<file path="src/rtl/alu_req_arbiter.sv">
// Two-requester round-robin front end for the shared ALU.
// One command in flight: issue pulse, bounded wait for result, held response.
module alu_req_arbiter #(
    parameter int WIDTH     = 16,
    parameter int OUT_WIDTH = 32,
    parameter int TIMEOUT   = 4
) (
    input  logic                 CLK,
    input  logic                 RST,
    input  logic                 REQ0_VALID,
    output logic                 REQ0_READY,
    input  logic [3:0]           REQ0_FUNC,
    input  logic [WIDTH-1:0]     REQ0_A,
    input  logic [WIDTH-1:0]     REQ0_B,
    input  logic                 REQ1_VALID,
    output logic                 REQ1_READY,
    input  logic [3:0]           REQ1_FUNC,
    input  logic [WIDTH-1:0]     REQ1_A,
    input  logic [WIDTH-1:0]     REQ1_B,
    output logic                 ALU_EN,
    output logic [3:0]           ALU_FUNC,
    output logic [WIDTH-1:0]     ALU_A,
    output logic [WIDTH-1:0]     ALU_B,
    input  logic [OUT_WIDTH-1:0] ALU_OUT,
    input  logic                 ALU_OUT_VALID,
    output logic                 RSP_VALID,
    input  logic                 RSP_READY,
    output logic                 RSP_ID,
    output logic [OUT_WIDTH-1:0] RSP_DATA,
    output logic                 RSP_ERR,
    output logic                 BUSY
);

    localparam int CW = $clog2(TIMEOUT + 1);
    localparam logic [CW-1:0] TMAX = CW'(TIMEOUT - 1);

    typedef enum logic [1:0] {
        S_IDLE,
        S_ISSUE,
        S_WAIT,
        S_RESP
    } state_t;

    state_t               r_state;
    state_t               w_next;
    logic                 r_ptr;
    logic [CW-1:0]        r_cnt;
    logic                 r_alu_en;
    logic [3:0]           r_alu_func;
    logic [WIDTH-1:0]     r_alu_a;
    logic [WIDTH-1:0]     r_alu_b;
    logic                 r_rsp_valid;
    logic                 r_rsp_id;
    logic [OUT_WIDTH-1:0] r_rsp_data;
    logic                 r_rsp_err;

    logic w_gnt0;
    logic w_gnt1;
    logic w_accept;
    logic w_rsp_hs;
    logic w_tmo;

    // Pointer only matters when both requesters contend.
    assign w_gnt0   = REQ0_VALID && (!REQ1_VALID || !r_ptr);
    assign w_gnt1   = REQ1_VALID && (!REQ0_VALID || r_ptr);
    assign w_accept = (r_state == S_IDLE) && (w_gnt0 || w_gnt1);
    assign w_rsp_hs = r_rsp_valid && RSP_READY;
    assign w_tmo    = (r_cnt == TMAX);

    always_comb begin
        w_next     = r_state;
        REQ0_READY = 1'b0;
        REQ1_READY = 1'b0;
        unique case (r_state)
            S_IDLE: begin
                REQ0_READY = w_gnt0;
                REQ1_READY = w_gnt1;
                if (w_accept) w_next = S_ISSUE;
            end
            S_ISSUE: w_next = S_WAIT;
            S_WAIT: begin
                if (ALU_OUT_VALID || w_tmo) w_next = S_RESP;
            end
            S_RESP: begin
                if (w_rsp_hs) w_next = S_IDLE;
            end
            default: w_next = S_IDLE;
        endcase
    end

    always_ff @(posedge CLK or posedge RST) begin
        if (RST) r_state <= S_IDLE;
        else     r_state <= w_next;
    end

    always_ff @(posedge CLK or posedge RST) begin
        if (RST) begin
            r_ptr       <= 1'b0;
            r_cnt       <= '0;
            r_alu_en    <= 1'b0;
            r_alu_func  <= '0;
            r_alu_a     <= '0;
            r_alu_b     <= '0;
            r_rsp_valid <= 1'b0;
            r_rsp_id    <= 1'b0;
            r_rsp_data  <= '0;
            r_rsp_err   <= 1'b0;
        end else begin
            r_alu_en <= w_accept;
            unique case (r_state)
                S_IDLE: begin
                    if (w_accept) begin
                        r_alu_func <= w_gnt1 ? REQ1_FUNC : REQ0_FUNC;
                        r_alu_a    <= w_gnt1 ? REQ1_A : REQ0_A;
                        r_alu_b    <= w_gnt1 ? REQ1_B : REQ0_B;
                        r_rsp_id   <= w_gnt1;
                    end
                end
                S_ISSUE: r_cnt <= '0;
                S_WAIT: begin
                    // A result in the last wait cycle still beats the timeout.
                    if (ALU_OUT_VALID) begin
                        r_rsp_data  <= ALU_OUT;
                        r_rsp_err   <= 1'b0;
                        r_rsp_valid <= 1'b1;
                    end else if (w_tmo) begin
                        r_rsp_data  <= '0;
                        r_rsp_err   <= 1'b1;
                        r_rsp_valid <= 1'b1;
                    end else begin
                        r_cnt <= r_cnt + CW'(1);
                    end
                end
                S_RESP: begin
                    if (w_rsp_hs) begin
                        r_rsp_valid <= 1'b0;
                        r_ptr       <= ~r_rsp_id;
                    end
                end
                default: ;
            endcase
        end
    end

    assign ALU_EN    = r_alu_en;
    assign ALU_FUNC  = r_alu_func;
    assign ALU_A     = r_alu_a;
    assign ALU_B     = r_alu_b;
    assign RSP_VALID = r_rsp_valid;
    assign RSP_ID    = r_rsp_id;
    assign RSP_DATA  = r_rsp_data;
    assign RSP_ERR   = r_rsp_err;
    assign BUSY      = (r_state != S_IDLE);

endmodule

</file>
<file path="config.mk">
export PLATFORM = sky130hd
export DESIGN_NAME = alu_req_arbiter
export DESIGN_NICKNAME = d
export VERILOG_FILES = /design/src/rtl/alu_req_arbiter.sv
export SDC_FILE = /design/constraint.sdc
export NUM_CORES = 1
export LEC_CHECK = 0
export CORE_MARGIN = 3
export CORE_UTILIZATION = 39
export DETAILED_ROUTE_END_ITERATION = 7
export GPL_ROUTABILITY_DRIVEN = 0
export MAX_ROUTING_LAYER = met4
export PLACE_DENSITY_LB_ADDON = 0.2
export SETUP_SLACK_MARGIN = 0.05
export SLEW_MARGIN = 10
export SYNTH_ARGS = -nofsm -noshare
export SYNTH_HDL_FRONTEND = slang
export SYNTH_SLANG_ARGS = --single-unit
</file>
<file path="constraint.sdc">
create_clock -name CLK -period 3.19 [get_ports CLK]
set_input_delay 0.638 -clock CLK [delete_from_list [all_inputs] [get_ports CLK]]
set_output_delay 0.638 -clock CLK [all_outputs]
set_load 0.005 [all_outputs]
</file>
## Word-level counts from Yosys, hierarchy flattened

Index checks and enable logic that the tools add are counted.
Widths: inputs -> output; s select.

| storage, ports and cells | value |
|---|---|
| bits in registers | 78 |
| output and inout bits | 75 |

| operators by class | value |
|---|---|
| $add $sub $neg | 1 |
| equal/unequal tests | 10 |
| mux-type cells | 19 |
| bitwise logic cells | 1 |
| reduce and logical (&&, ||, !) cells | 22 |

Operators by type and width:

| operator | number |
|---|---|
| $mux 32 | 2 |
| $mux 16 | 2 |
| $ne 2x2->1 const B | 5 |
| $reduce_and 3->1 | 3 |
| $pmux 2 s4 | 1 |
| $reduce_bool 2->1 | 4 |
| $mux 1 | 6 |
| $mux 2 | 3 |
| $mux 3 | 2 |
| $pmux 3 s2 | 1 |
| $reduce_and 2->1 | 3 |
| $eq 2x2->1 const B | 2 |
| $logic_and 1x1->1 | 4 |
| $logic_or 1x1->1 | 4 |
| $mux 4 | 1 |
| $add 3x1->3 const B | 1 |
| $eq 3x2->1 const B | 1 |
| $logic_not 1->1 | 3 |
| $ne 3x3->1 const B | 1 |
| $eq 2x1->1 const B | 1 |
| $logic_not 2->1 | 1 |
| $pmux 1 s2 | 1 |
| $not 1->1 | 1 |

## Depth between registers and ports, before layout

Gate-level depths: netlist of the first run.

| logic depth | value |
|---|---|
| depth in word-level cells | 7 |
| mapped depth | 7 |
| mapped depth without buffers | 6 |

## Worst setup path after synthesis of the first run

OpenSTA, ideal clock, no wires.

| timing path | value |
|---|---|
| kind | input-to-output |
| start point | in REQ0_VALID |
| end point | out REQ1_READY |
| data arrival time | 1.061 ns |
| data required time | 2.552 ns |
| slack | 1.491 ns |
| stages on the path | 3 |
| buffers on the path | 1 |
| path through | and2b_1 buf_4 nor3_2 |

| between the ends | value |
|---|---|
| cells in the longest elaborated chain, start to end | 4 |

Ends and longest elaborated chain:

| element | RTL line | source |
|---|---|---|
| start, declared | 10 | `input logic REQ0_VALID,` |
| $logic_not 1->1 | 65 | `assign w_gnt1 = REQ1_VALID && (!REQ0_VALID \|\| r_ptr);` |
| $logic_or 1x1->1 | 65 |  |
| $logic_and 1x1->1 | 65 |  |
| $mux 1 | 74 | `unique case (r_state)` |
| end, declared | 16 | `output logic REQ1_READY,` |

No other way between the ends.

## Worst setup path after layout of the first run

Ends and elaborated chain as after synthesis.

==> results of run 1 <==
==> power breakdown <==
part	internal, uW	switching (uW)	leakage, uW
Sequential	1470	275	0.000927
Clock	524	370	0.000118
Combinational	1360	964	0.00125
==> area by class of cell <==
class | count | area, um^2
clock buffers | 11 | 131
fillers | 705 | 2890
inverters | 8 | 33.8
flip-flops and latches | 78 | 1950
multi-input cells | 215 | 1310
repair buffers | 193 | 1910
well taps | 105 | 131
clock inverters | 5 | 108
==> per-stage QoR <==
| step | total power [uW] | area, um^2 |
|---|---|---|
| after floorplan | 2830 | 3490 |
| after global placement | 4030 | 5330 |
| after detailed placement | 4100 | 5330 |
| after CTS | 5010 | 5570 |
| after global routing | 5290 | 5570 |
| final | 4960 | 5570 |
==> how the worst max path moves through the flow <==
stage | startpoint | end | slack [ns] | cells past startpoint
floorplan | RST | ALU_A[0] | 0.56 | 1
global placement | REQ0_VALID | REQ1_READY | 0.54 | 4
detailed placement | REQ0_VALID | REQ1_READY | 0.51 | 4
CTS | REQ0_VALID | REQ1_READY | 0.50 | 4
global route | r_state[0] | REQ1_READY | 0.40 | 5
finish | REQ0_VALID | REQ1_READY | 0.51 | 4
==> registers in the layout, summed over array words and instances, names as in the netlist, 2 cells and up <==
name / count
RSP_DATA: 32
ALU_A: 16
ALU_B: 16
ALU_FUNC: 4
r_cnt: 3
r_state: 2
==> worst reg2reg max path: cells and delay by family, from the launching register on <==
| kind | cells | cell delay (ns) |
|---|---|---|
| AOI/OAI and AO/OA | 3 | 0.51 |
| adders and majority gates | 1 | 0.32 |
| buffers and inverters | 2 | 0.38 |
| DFF | 1 | 0.42 |
==> cells in the mapped netlist (all sizes together), types with 2 or more instances <==
master / number
a21oi: 38
nor2: 40
dfrtp: 78
inv: 8
buf: 27
clkbuf: 2
ha: 6
nand2: 6
a31oi: 36
o21ai: 41
mux2: 2
a22o: 34
==> routing by layer <==
| metal | global-route usage [%] | vias up | routed length, um |
|---|---|---|---|
| li1 | - | 1555 | - |
| met1 | 29.4 | 1655 | 4590 |
| met2 | 35.8 | 137 | 5530 |
| met3 | 3.39 | 20 | 763 |
| met4 | 7.67 | 0 | 197 |
| met5 | - | - | 0 |
==> cell families (layout without fill, tap and decap cells) <==
kind of cell | Yosys count | in the layout | synth area share, %
XOR/XNOR | 1 | 1 | 0.251
flip-flops | 78 | 78 | 56.0
AND/OR/NAND/NOR | 51 | 51 | 6.03
buffers and inverters | 37 | 217 | 6.56
AO/OA/AOI/OAI | 155 | 155 | 28.4
adder cells (fa/ha/maj) | 6 | 6 | 2.15
multiplexers | 2 | 2 | 0.646
==> flow_summary.toml, run 1 <==
[run_status]
status = "finished clean"

[layout]
mostFrequentLayoutCells = "clkdlybuf4s50_1 (184), dfrtp_1 (78), nor2_1 (39)"
final_core_util_pct = 65.8
layout_commonest_cell = "clkdlybuf4s50_1"
fin_cells = 615
nNetsFinal = 621
syn_to_final_growth_pct = 59.8
drive_gt1_share_pct = 6.08
diodes = 0

[detailed_routing]
vias = 3367
finalWirelength_mm = 11.1
avgViaCountPerCell = 5.47
first_pass_iters = 4
drc_errors = 0
wl_per_cell_um = 18.0
drtIter0Drc = 146
postRouteAntennaNets = 0

[setup_path]
crit_path_max_incr_delay_ns = 0.52
cp-start-kind = "primary input"
ff2ff_setup_slack_ns = 1.45
reg2reg_to = "ALU_A[3]"
worstRegToRegCells = 6
worst-setup-path-type = "in2out"
path_buf_inv = 2
cp.arrival_ns = 2.04
required_ns = 2.55
crit_chain = "clkdlybuf4s50_1 > and2b_1 > nor3_2 > clkdlybuf4s50_1"
r2r-start = "r_state[0]"
end_kind = "output port"
crit_family = "buffers and inverters"
critical_path.most_common_cell = "clkdlybuf4s50_1"
worstPathMaxFanout = 5
cp_slowest_cell = "clkdlybuf4s50_1"

[grt]
grt_usage_pct = 22.4
overflow = 0
antenna_found_initial = 0
first_global_vias = 3498
grt_pass1_wl_mm = 17.5
grt_max_degree = 38

[timing]
rsz0062_at_grt = "no"
fmax_mhz = 373
whs_ns = 0.508
fin_setup_tns_ns = 0
clock_skew_ns = 0.0140
maxSlewViolCount = 0
min_period_over_period_pct = 83.9
fin_crit_ns = 2.68
slew_headroom_pct = 68.6
setup_slack_ns = 0.512
setup_viol = 0
hold_viol_final = 0
tightestPinTransition_ns = 0.470

[cts]
cts_resized = 0
cts_buffers = 9
hold_buffers = 0
cts_root_buf = "clkbuf_8"
post_cts_buffers = 0
clk_pin_slew_ns = 0.08
clk_latency_ns = 0.34
cts_tree = "yes"
htreeDepth = 3
clock_sinks = 78
cts_buffer_depth = 2

[logic_synthesis]
synth_area_leaders = "dfrtp_1 (56%), a22o_1 (8.5%), a31oi_1 (6.5%), a21oi_1 (5.5%), o21ai_0 (5.5%)"
synth_edf_count = 0
ys.warnings.count = 0
synth_seq_cells = 78
yosysUniqueCellTypes = 33
synthFlopType = "dfrtp_1"
synth_area_mm2 = 0.00349
netlist.area_leader.share_pct = 56.0
synth_area_leader_cell = "dfrtp_1"
async_flop_share_pct = 100
avgSynthCellArea_um2 = 10.6
netlist_instances = 330
yosysSeqAreaShare_pct = 56.0
synth_nets = 446

[floorplanning]
rows = 33
ios = 185
die_y_um = 101
die_x_um = 101
dieArea_mm2 = 0.0101
core_area_mm2 = 0.00846
start_util_pct = 41.2

[power_and_ir_drop]
power_density_mw_per_mm2 = 890
leakage_uw = 0.00229
ir_drop_mv = 0.497

[hold_path]
min-delay-start = "RSP_DATA[7]"
hold-path-endpoint = "RSP_DATA[7]"
hold_path_class = "reg2reg"
whs_path_depth = 1

[place]
dp_hpwl_mm = 7.70
place_ws_ns = 0.514
port_buffers = 184
post-place-cells = 599

[flow_run]
cap_violations = 0
Power figures use the tool's default switching activity.
==> run 2, diff against run 1 <==
--- a/config.mk
+++ b/config.mk
@@ -6,7 +6,7 @@
 export NUM_CORES = 1
 export LEC_CHECK = 0
 export CORE_MARGIN = 3
-export CORE_UTILIZATION = 39
+export CORE_UTILIZATION = 36
 export DETAILED_ROUTE_END_ITERATION = 7
 export GPL_ROUTABILITY_DRIVEN = 0
 export MAX_ROUTING_LAYER = met4
==> constraint.sdc (replaced) <==
create_clock -name CLK -period 2.4 [get_ports CLK]
set_input_delay 0.48 -clock CLK [delete_from_list [all_inputs] [get_ports CLK]]
set_output_delay 0.48 -clock CLK [all_outputs]
set_load 0.005 [all_outputs]
==> run 2 against run 1 <==
Wire length grew 1.2%. Highest routed layer unchanged. Final cell count grew 4.6%. Critical path depth grew 1. Largest cell class is now non-clock buffers.
==> flow_summary.toml, run 2 (same netlist as run 1, synthesis figures left out) <==
[grt]
grt_usage_pct = 21.1
first_global_vias = 3327
antenna_found_initial = 0
grt_pass1_wl_mm = 17.9
overflow = 0
grt_max_degree = 79

[layout]
nNetsFinal = 625
drive_gt1_share_pct = 7.98
fin_cells = 643
syn_to_final_growth_pct = 60.8
layout_commonest_cell = "clkdlybuf4s50_1"
largest_register_ffs = 32
mostFrequentLayoutCells = "clkdlybuf4s50_1 (183), dfrtp_1 (78), nor2_1 (39)"
diodes = 0

[timing]
hold_viol_final = 0
fmax_mhz = 446
clock_skew_ns = 0.0145
fin_setup_tns_ns = 0
setup_viol = 0
setup_slack_ns = 0.157
fin_crit_ns = 2.24
slew_headroom_pct = 71.3
rsz0062_at_grt = "no"
maxSlewViolCount = 0
min_period_over_period_pct = 93.5
tightestPinTransition_ns = 0.431

[setup_path]
cp-start-kind = "flop"
worst-setup-path-type = "reg2out"
worstRegToRegCells = 5
end_kind = "output port"
cp.arrival_ns = 1.76
required_ns = 1.92
worstPathMaxFanout = 5

[floorplanning]
rows = 35
ios = 185
core_area_mm2 = 0.00933
die_y_um = 104
start_util_pct = 37.4
dieArea_mm2 = 0.0109
die_x_um = 104

[hold_path]
whs_path_depth = 1
hold_path_class = "reg2reg"

[place]
dp_hpwl_mm = 7.77
post-place-cells = 625
place_ws_ns = 0.110
port_buffers = 184

[cts]
clk_latency_ns = 0.35
htreeDepth = 3
hold_buffers = 0
cts_tree = "yes"
cts_buffer_depth = 2
cts_root_buf = "clkbuf_8"
clock_sinks = 78
clk_pin_slew_ns = 0.08
cts_buffers = 9

[detailed_routing]
vias = 3310
wl_per_cell_um = 17.4
drtIter0Drc = 161
drc_errors = 0
finalWirelength_mm = 11.2
avgViaCountPerCell = 5.15
postRouteAntennaNets = 0
first_pass_iters = 4

[run_status]
status = "finished clean"

[power_and_ir_drop]
power_density_mw_per_mm2 = 1140
leakage_uw = 0.00229
ir_drop_mv = 0.571
power_uw = 6400

[flow_run]
cap_violations = 0
==> run 2: worst paths after layout <==
path	from	end	slack (ns)
worst max-delay path	r_state[1]	REQ0_READY	0.16
worst max register to register	r_cnt[0]	r_cnt[1]	0.65
worst min register to register	r_cnt[2]	r_cnt[2]	0.50
worst min-delay path	r_cnt[2]	r_cnt[2]	0.50
max in group asynchronous	RST	ALU_B[0]	1.48
min in group asynchronous	RST	RSP_DATA[23]	0.58
==> run 2: timing repair <==
item,in CTS,in global routing
gates resized for setup,3,3
setup buffers,0,2
setup endpoints to repair,2,2
==> run 2: cell type report <==
cell class,count,area [um^2]
fill,816,3720
multi-input combinational,215,1320
tap,129,161
sequential,78,1950
clock buffer,9,124
timing repair buffer,197,1950
inverter,8,36.3
clock inverter,7,56.3
==> run 2: metrics by stage <==
step,utilization [%],area [um^2],hold slack (ns)
global route,60.1,5610,0.514
finish,60.1,5610,0.501
CTS,59.9,5590,0.501
detailed placement,57.8,5390,0.477
floorplan,-,3490,0.456
global placement,57.8,5390,0.473
==> run 2: power breakdown <==
| part | internal [uW] | total (uW) | switching (uW) |
|---|---|---|---|
| registers | 1950 | 2300 | 354 |
| clock network | 388 | 923 | 535 |
| logic | 1860 | 3170 | 1310 |
==> run 2: worst max-delay path, cell delays in order (launching register included) <==
cell             delay (ns)
dfrtp_1                0.42
inv_2                  0.09
ha_4                   0.18
nand2_1                0.08
a21oi_2                0.13
clkdlybuf4s50_1        0.52
==> run 2: routing by layer <==
layer	part of all wire (%)	GRT usage, %
met5	0	-
met4	2.0	7.31
met3	6.1	4.41
met2	50	33.3
met1	42	27.0
==> run 3, diff against run 2 <==
--- a/config.mk
+++ b/config.mk
@@ -11,7 +11,7 @@
 export GPL_ROUTABILITY_DRIVEN = 0
 export MAX_ROUTING_LAYER = met4
 export PLACE_DENSITY_LB_ADDON = 0.2
-export SETUP_SLACK_MARGIN = 0.05
+export SETUP_SLACK_MARGIN = 0.4
 export SLEW_MARGIN = 10
 export SYNTH_ARGS = -nofsm -noshare
 export SYNTH_HDL_FRONTEND = slang
==> run 3 against run 2 <==
Global-route usage barely moved. Non-clock buffer count rose by 2. Final cell count is 0.31% higher. Critical path depth is 1 lower. First-iteration DRC count is 6.2% higher. Clock power about the same. Largest cell class unchanged. Combinational power about the same. Register-to-register slack is essentially flat. Via count increased by 0.60%.
==> flow_summary.toml, run 3 (same netlist as run 1, synthesis figures left out) <==
[run_status]
status = "finished clean"

[layout]
diodes = 0
num-fill-cells = 819
final_area_mm2 = 0.00561
nNetsFinal = 627
mostFrequentLayoutCells = "clkdlybuf4s50_1 (180), dfrtp_1 (78), nor2_1 (39)"
syn_to_final_growth_pct = 60.9
largest_register_ffs = 32
multi_input_area_mm2 = 0.00132
layout_commonest_cell = "clkdlybuf4s50_1"
seqCellArea_mm2 = 0.00195
drive_gt1_share_pct = 8.53
fin_cells = 645

[cts]
clk_latency_ns = 0.35
cts_buffer_depth = 2
htreeDepth = 3
hold_buffers = 0
clk_pin_slew_ns = 0.08
clock_sinks = 78
cts_tree = "yes"
cts_buffers = 9
cts_root_buf = "clkbuf_8"

[flow_run]
cap_violations = 0

[floorplanning]
ios = 185
die_x_um = 104
die_y_um = 104
core_area_mm2 = 0.00933
rows = 35
start_util_pct = 37.4
dieArea_mm2 = 0.0109

[place]
dp_hpwl_mm = 7.77
dpl_cell_area_mm2 = 0.00539
post-place-cells = 625
port_buffers = 184

[setup_path]
worstRegToRegCells = 5
required_ns = 1.92
path_buf_inv = 2
cp-start-kind = "primary input"
crit_chain = "clkdlybuf4s50_1 > nand2_1 > a21oi_2 > dlygate4sd2_1"
reg2reg_to = "r_cnt[1]"
crit_path_max_incr_delay_ns = 0.49
cp_slowest_cell = "clkdlybuf4s50_1"
r2r-start = "r_cnt[0]"
cp.arrival_ns = 1.42
worst-setup-path-type = "in2out"
end_kind = "output port"
crit_family = "buffers and inverters"
ff2ff_setup_slack_ns = 0.66
worstPathMaxFanout = 3

[grt]
grt_usage_pct = 21.1
grt_pass1_wl_mm = 18.0
use_met1_pct = 27.1
overflow = 0
grt_util_met2_pct = 33.2
grt_max_degree = 79
antenna_found_initial = 0
first_global_vias = 3324
gr-usage-met3_pct = 4.41
grt.busiest_layer = "met2"

[timing]
min_period_over_period_pct = 79.1
tightestPinTransition_ns = 0.436
fin_crit_ns = 1.90
fmax_mhz = 527
hold_viol_final = 0
slew_headroom_pct = 71.0
rsz0062_at_grt = "no"
maxSlewViolCount = 0
fin_setup_tns_ns = 0
clock_skew_ns = 0.0143
whs_ns = 0.501
setup_viol = 0

[power_and_ir_drop]
power_uw = 6410
power_density_mw_per_mm2 = 1140
leakage_uw = 0.00229
ir_drop_mv = 0.559

[detailed_routing]
finalWirelength_mm = 11.2
vias = 3330
wl_per_cell_um = 17.4
drtIter0Drc = 171
first_pass_iters = 4
drc_errors = 0
avgViaCountPerCell = 5.16
postRouteAntennaNets = 0

[hold_path]
hold_path_class = "reg2reg"
hold-path-endpoint = "r_cnt[2]"
whs_path_depth = 1
min-delay-start = "r_cnt[2]"
run 3: what timing repair did:
item | 4_1_cts | 5_1_grt
resized for setup | 9 | 2
setup endpoints to repair | 3 | 2
pin swaps | 1 | 1
setup buffers | 2 | 2
run 3: metal layers:
layer / part of all wire [%] / up-vias
li1: - / 1568
met1: 43 / 1621
met2: 50 / 127
met3: 5.7 / 14
met4: 1.9 / 0
met5: 0 / -
run 3: power by group:
part	internal [uW]	switching, uW
Combinational	1870	1320
Sequential	1950	349
Clock	388	534
run 3: metrics by stage:
step | setup WS (ns) | util [%]
3_3_place_gp | 0.153 | 57.8
6_report | 0.501 | 60.2
4_1_cts | 0.407 | 60.0
2_1_floorplan | 0.794 | -
5_1_grt | 0.425 | 60.2
3_5_place_dp | 0.110 | 57.8
run 3: worst max-delay path by stage:
stage,start,end,slack [ns],cells after the start
floorplan,r_cnt[0],r_cnt[1],0.79,5
global placement,REQ1_VALID,ALU_FUNC[2],0.15,6
detailed placement,REQ1_VALID,ALU_B[14],0.11,6
CTS,r_state[1],REQ1_READY,0.41,5
global route,r_state[0],REQ0_READY,0.42,5
finish,REQ0_VALID,REQ0_READY,0.50,4
run 3: layout make-up:
class / instances / area share, %
Multi-Input combinational cell: 215 / 23.6
Tap cell: 129 / 2.88
Clock inverter: 7 / 1.00
Sequential cell: 78 / 34.8
Inverter: 8 / 0.647
Clock buffer: 9 / 2.21
Timing Repair Buffer: 199 / 34.9
